**config.mk**
```make
export PLATFORM = sky130hd
export DESIGN_NAME = rf_writeback_ctrl
export DESIGN_NICKNAME = d
export VERILOG_FILES = /design/src/rtl/rf_writeback_ctrl.sv
export SDC_FILE = /design/constraint.sdc
export NUM_CORES = 1
export LEC_CHECK = 0
export BUFFER_PORTS_ARGS = -buffer_cell sky130_fd_sc_hd__buf_2
export CAP_MARGIN = 20
export CORE_ASPECT_RATIO = 0.7
export CORE_MARGIN = 10
export CORE_UTILIZATION = 58
export DETAILED_ROUTE_END_ITERATION = 10
export GPL_ROUTABILITY_DRIVEN = 0
export GPL_TIMING_DRIVEN = 1
export PLACE_DENSITY = 0.85
export SETUP_SLACK_MARGIN = 0.05
export SYNTH_ARGS = -nofsm -noshare
export SYNTH_HDL_FRONTEND = slang
export SYNTH_SLANG_ARGS = --single-unit
```
**constraint.sdc**
```tcl
create_clock -name Clk -period 3.7 [get_ports Clk]
set_clock_uncertainty 0.1 [all_clocks]
set_input_delay 0.555 -clock Clk [delete_from_list [all_inputs] [get_ports Clk]]
set_output_delay 0.555 -clock Clk [all_outputs]
set_load 0.005 [all_outputs]
```
**src/rtl/rf_writeback_ctrl.sv**
```systemverilog
// Register-file write-side controller: two-producer arbitration, in-order
// write buffer, one write per clock, and forwarding lookup over pending writes.
module rf_writeback_ctrl #(
  parameter int DEPTH = 4,
  parameter int DW    = 32
) (
  input  logic                         Clk,
  input  logic                         Rst_n,
  input  logic                         mem_valid,
  output logic                         mem_ready,
  input  logic [3:0]                   mem_rd,
  input  logic [DW-1:0]                mem_data,
  input  logic                         alu_valid,
  output logic                         alu_ready,
  input  logic [3:0]                   alu_rd,
  input  logic [DW-1:0]                alu_data,
  input  logic                         wb_stall,
  output logic [3:0]                   RW,
  output logic [DW-1:0]                PW,
  output logic                         LE,
  input  logic [3:0]                   lk_addr,
  output logic                         lk_hit,
  output logic [DW-1:0]                lk_data,
  output logic [$clog2(DEPTH+1)-1:0]   count,
  output logic                         drop_r15
);

  localparam int AW = $clog2(DEPTH);
  localparam int CW = $clog2(DEPTH+1);

  typedef struct packed {
    logic [3:0]    rd;
    logic [DW-1:0] data;
  } wb_ent_t;

  wb_ent_t        ent_q [DEPTH];
  logic [AW-1:0]  rd_ptr_q, rd_ptr_d;
  logic [AW-1:0]  wr_ptr_q, wr_ptr_d;
  logic [CW-1:0]  cnt_q, cnt_d;
  logic           drop_q, drop_d;

  logic           full, acc_mem, acc_alu, acc;
  logic           push, nonempty;
  wb_ent_t        enq, head;
  logic [AW-1:0]  idx;

  always_comb begin
    full      = (cnt_q == CW'(DEPTH));
    mem_ready = !full;
    alu_ready = !full && !mem_valid;
    acc_mem   = mem_valid && mem_ready;
    acc_alu   = alu_valid && alu_ready;
    acc       = acc_mem || acc_alu;
    enq       = acc_mem ? {mem_rd, mem_data} : {alu_rd, alu_data};
    // R15 is the PC: handshake completes but nothing is buffered
    push      = acc && (enq.rd != 4'hF);
    drop_d    = acc && (enq.rd == 4'hF);
    nonempty  = (cnt_q != '0);
    LE        = nonempty && !wb_stall;
    head      = ent_q[rd_ptr_q];
    RW        = nonempty ? head.rd : 4'h0;
    PW        = nonempty ? head.data : '0;
    rd_ptr_d  = LE ? rd_ptr_q + AW'(1) : rd_ptr_q;
    wr_ptr_d  = push ? wr_ptr_q + AW'(1) : wr_ptr_q;
    cnt_d     = cnt_q + CW'(push) - CW'(LE);
  end

  // Scan oldest to youngest so the youngest match wins
  always_comb begin
    lk_hit  = 1'b0;
    lk_data = '0;
    idx     = '0;
    for (int k = 0; k < DEPTH; k++) begin
      idx = rd_ptr_q + AW'(k);
      if ((CW'(k) < cnt_q) && (ent_q[idx].rd == lk_addr) &&
          (lk_addr != 4'hF)) begin
        lk_hit  = 1'b1;
        lk_data = ent_q[idx].data;
      end
    end
  end

  always_ff @(posedge Clk or negedge Rst_n) begin
    if (!Rst_n) begin
      rd_ptr_q <= '0;
      wr_ptr_q <= '0;
      cnt_q    <= '0;
      drop_q   <= 1'b0;
    end else begin
      rd_ptr_q <= rd_ptr_d;
      wr_ptr_q <= wr_ptr_d;
      cnt_q    <= cnt_d;
      drop_q   <= drop_d;
    end
  end

  always_ff @(posedge Clk) begin
    if (push) ent_q[wr_ptr_q] <= enq;
  end

  assign count    = cnt_q;
  assign drop_r15 = drop_q;

endmodule
```
## Word-level counts from Yosys, hierarchy flattened

Memories as Yosys holds them, arrays and structs flattened.
Cells that the tools add are included.

- Register bits after elaboration: 8
- Memory bits (writable): 144
- Memories kept: 1

- Add/sub/neg operators: 6
- Magnitude comparators: 4
- Equal/unequal tests: 8
- Mux-type cells: 13
- Reduce and logical (&&, ||, !) cells: 19

Memories:

| memory | depth | bits a word | read ports | clocked after memory_dff | write ports | line | RTL |
|---|---|---|---|---|---|---|---|
| ent_q | 4 | 36 | 4 | 0 | 1 | 36 | `wb_ent_t ent_q [DEPTH];` |

Operators by type and width:

| operator | number |
|---|---|
| two-way mux 32 bit | 5 |
| two-way mux 36 bit | 1 |
| == test 4 bit | 4 |
| logical AND 1 bit | 14 |
| inequality test 4 bit, second input constant | 2 |
| < comparator 1 x 3 -> 1 bit, first input constant | 2 |
| < comparator 2 x 3 -> 1 bit, first input constant | 2 |
| two-way mux 1 bit | 6 |
| adder 2 x 1 -> 2 bit, second input constant | 2 |
| adder 2 bit, second input constant | 2 |
| == test 4 bit, second input constant | 1 |
| two-way mux 4 bit | 1 |
| adder 3 x 1 -> 3 bit | 1 |
| == test 3 bit, second input constant | 1 |
| zero test 1 bit | 3 |
| nonzero test 3 bit | 1 |
| subtractor 3 x 1 -> 3 bit | 1 |
| logical OR 1 bit | 1 |

## Longest topological paths before layout

- Depth in word-level cells: 8
- Gate-level depth with buffers: 11
- Mapped depth without buffers: 11

## Worst setup path after synthesis

Ideal clock, no wire load.

- Kind: reg2reg
- Start: register cnt_q[0], in the netlist count[0]
- End: memory ent_q[0][0] in the netlist's numbering, enable pin
- Library setup time: 0.397 ns
- Arrival time: 2.665 ns
- Data required time: 3.203 ns
- Slack: 0.538 ns
- Cell stages (with the launch flop): 7
- Cell sequence: dfrtp_1 nor2_1 nand2_1 nand2_1 mux2_2 a41oi_1 and2_1

RTL lines:

| element | line | RTL |
|---|---|---|
| start: declaration | 39 | `logic [CW-1:0] cnt_q, cnt_d;` |
| start signal: assignment | 92 | `cnt_q <= cnt_d;` |
| end: declaration | 36 |  |

## Worst setup path in the final report

- Start: register rd_ptr_q[0]
- End: output lk_data[5]

- Cells in the longest elaborated chain, start to end: 8
- Elaborated cells on any way between the ends: 20
- Classes of those cells: 3 x add/sub; 4 x eq/ne; 4 x mux; 8 x reduce/logical; 1 x memory

Ends and longest elaborated chain:

| element | line | RTL |
|---|---|---|
| start: declaration | 37 | `logic [AW-1:0] rd_ptr_q, rd_ptr_d;` |
| start signal: assignment | 90 | `rd_ptr_q <= rd_ptr_d;` |
| adder 2 x 1 -> 2 bit or memory read (4 x 36 bit) (tied branches) | - |  |
| memory read (4 x 36 bit) * | - |  |
| == test 4 bit or logical AND 1 bit (tied branches) | 75 | `if ((CW'(k) < cnt_q) && (ent_q[idx].rd == lk_addr) &&` |
| logical AND 1 bit | 75 |  |
| logical AND 1 bit or two-way mux 32 bit (tied branches) | 75 |  |
| two-way mux 32 bit (2 in series) | 75 |  |
| two-way mux 32 bit * | 75 |  |
| end: declaration | 23 | `output logic [DW-1:0] lk_data,` |

Every way passes the cells marked *; elsewhere a longest branch is shown, timed or not.

==> summary.txt <==
Yosys
  – Yosys warning total: 0
  – Mapped Nets: about 960
  – Post-synth top area share: a little under half
  – Mapped Area: about 9500 µm²
  – FF+latch count, synth: between 150 and 200
  – Average cell area after synthesis: 11.0 µm²
  – Distinct cells, synth: 39
  – Sequential share of the synthesized area: 47.4%
  – Synthesized netlist cell count: between 800 and 900
  – Post-synth top area cell: edfxtp_1
  – Top cells by area, synth: edfxtp_1 45%, mux2_2 12%, mux2i_1 7.0%, a21oi_1 5.0%, nor2_1 4.0%

Floorplan
  – Die width: ~170 µm
  – DIE AREA: 22,100 µm²
  – DIE HEIGHT: between 100 and 150 µm
  – Initial Util: 58.7%
  – Core ar.: between 15,000 and 20,000 µm²
  – Row cnt: 39
  – Top Ports: between 150 and 200

Clock network
  – Clk root buf: clkbuf_16
  – CTS Buf Count: 17
  – CTS tree: done
  – CTS sink count: about 150
  – Clk_lat worst skew: about 410 ps
  – Deepest clock path buffer count: 2
  – H-tree depth: 4
  – Clock slew at reported path FFs: approximately 60 ps

Place
  – Placed cell area: between 10,000 and 15,000 µm²
  – HPWL Detailed: between 15,000 and 20,000 µm
  – IO Port Bufs: 156

Timing
  – Slew headroom: between 50% and 60%
  – Final period util: 101%
  – Final Worst Setup Slack: -54.2 ps
  – Final hold violation count: 0
  – Slew Viols, Final: 0
  – Worst-margin pin slew: a little under 700 ps
  – RSZ-0062 raised after global routing: yes
  – F_max: 0.266 GHz
  – Setup violators final: 11
  – Tmin final: around 3800 ps

Critical path
  – Crit path arrival time: 3100 ps
  – Req. time, crit path: around 3000 ps
  – Crit end category: output port
  – CP max-delay cell: dfrtp_4
  – Worst Setup SP: rd_ptr_q[0]$_DFFE_PN0P_
  – Critical path type: reg -> out
  – CP delay by family, top: multiplexers
  – CP bufs+invs: 4
  – Crit path top cell by count: buf_12
  – Worst path max stage delay: between 500 and 600 ps
  – R2R cell count: 11
  – Crit path cell chain: buf_12, mux4_2, mux2_4, a2bb2oi_4, a211oi_4, buf_6, buf_12, a221oi_2, o22ai_2, buf_2
  – Reg-to-reg setup timing slack: 730 ps
  – CP max FO: 8
  – Type of origin of the critical path: register
  – R2R Path End: count[2]$_DFF_PN0_
  – Worst flop-to-flop path startpoint: count[0]$_DFF_PN0_

Worst hold path
  – Worst hold start: mem_data[2]
  – Hold EP: ent_q[0][2]$_DFFE_PP_
  – Hold path depth: 2
  – Worst min path class: in -> reg

Run
  – Max-Cap Viols: 0

Run status
  – Status: complete, but fails checks
  – Failing checks: setup timing

Routing
  – Via count: between 7,000 and 8,000
  – Detailed Route Iter0 Violations: roughly 900
  – DRT Pass-1 Iters: 5
  – Vias/cell: 6.08
  – Antenna Violating Nets Remaining: 0
  – DRC errors left: 0
  – Post-Route WL: about 25,000 µm
  – Wire per inst: around 20 µm

Final layout
  – Post-layout instance area: roughly 12,000 µm²
  – Commonest non-fill, non-tap cell in the layout: buf_2
  – Commonest non-fill, non-tap cells in the layout: 156 x buf_2, 144 x edfxtp_1, 101 x nor2_1
  – Filler cells: 1,129
  – Ratio of cells with drive above 1 in the final layout: 37.6%
  – Reg area: between 4000 and 5000 µm²
  – Fin nets: between 1,000 and 1,500
  – # diodes: 0
  – Multi-input gate area: about 4900 µm²
  – Area growth, synth to finish: 21.3%

Pwr
  – Static Leakage: approximately 4.5 nW
  – Maximum vdd drop: between 0.6 and 0.7 mV
  – PD cells: ~940 nW/µm²
  – Tot Pwr: approximately 0.011 W

GRT
  – Initial antenna violation count: 0
  – Vias in the first global route: ~7,500
  – Largest net degree at the start of global routing: 80
  – Total gr overflow: 0
  – GRT Util Overall: around 21%
  – First-pass GRT wire length: 38,300 µm
layout make-up:
| type | count | share of cell area (%) |
|---|---|---|
| clock inverter | 14 | 1.13 |
| timing repair buffer | 191 | 10.7 |
| sequential | 152 | 39.1 |
| inverter | 9 | 0.292 |
| clock buffer | 18 | 3.71 |
| multi-input combinational | 634 | 42.6 |
| tap | 225 | 2.43 |
stage by stage:
stage | TNS (ps) | util (%) | hold WS [ps] | cells | worst slack [ps]
2_1_floorplan | 0 | - | 159 | 871 | 538
3_3_place_gp | 0 | 65.2 | 314 | 1199 | 318
3_5_place_dp | 0 | 65.2 | 310 | 1199 | 297
4_1_cts | -4.73 | 70.0 | 376 | 1241 | -4.73
5_1_grt | -3080 | 71.3 | 386 | 1243 | -146
6_report | -256 | 71.3 | 391 | 1243 | -54.2
repair_timing:
item / CTS / global route
setup buffers: 8 / 0
cloned: 1 / 2
pin swaps: 5 / 10
gates resized for setup: 21 / 27
endpoints found under the hold margin: 8 / 0
hold buffers: 1 / 0
endpoints found under the setup margin: 32 / 39
registers in the layout (all words and copies together), names as in the netlist:
name,count
ent_q,144
count,3
rd_ptr_q,2
wr_ptr_q,2
drop_r15,1
cell families (layout without fill, tap and decap cells):
group	after synthesis	count (layout)	share of synthesized area, %
fa+ha+maj	9	9	1.26
simple gates	193	193	8.90
flops	152	152	47.4
buf+inv	85	232	3.95
compound gates	230	230	14.1
xor+xnor	18	18	1.65
mux	184	184	22.7
power by group:
group	switching (W)	internal, W
registers	0.000300	0.00255
clock network	0.000657	0.000983
logic	0.00358	0.00283
cell usage after synthesis:
cell,number
a211oi_2,2
a21bo_2,1
a21oi_1,96
a221oi_1,31
a2bb2oi_1,1
a41o_1,1
a41oi_1,1
and2_1,5
and3_1,1
buf_1,8
buf_2,19
buf_4,1
buf_6,4
clkbuf_1,44
dfrtp_1,8
edfxtp_1,144
fa_1,1
ha_1,8
inv_1,9
mux2_1,1
mux2_2,100
mux2i_1,67
mux4_2,16
nand2_1,39
nand3_1,3
nand4_1,2
nor2_1,102
nor2b_1,35
nor3_1,2
nor3b_1,1
nor4_1,1
o2111ai_1,1
o21ai_0,64
o22ai_1,31
o311a_1,1
or2_0,1
or2_1,1
xnor2_1,13
xor2_1,5
how the worst max path moves through the flow:
stage / cells past startpoint / endpoint
floorplan: 6 / ent_q[0][0]$_DFFE_PP_
global placement: 9 / lk_data[8]
detailed placement: 8 / lk_data[8]
CTS: 11 / lk_data[8]
global route: 10 / lk_data[5]
finish: 10 / lk_data[5]
layer usage:
| layer | share of wire (%) | routed length, µm | global-route usage (%) | vias up |
|---|---|---|---|---|
| met2 | 49 | 12200 | 36.4 | 376 |
| met3 | 8.5 | 2140 | 5.39 | 43 |
| met1 | 41 | 10300 | 26.5 | 3577 |
| met5 | 0 | 0 | 0 | - |
| met4 | 1.6 | 403 | 6.77 | 0 |
| li1 | - | - | - | 3560 |
Power figures use the tool's default switching activity.
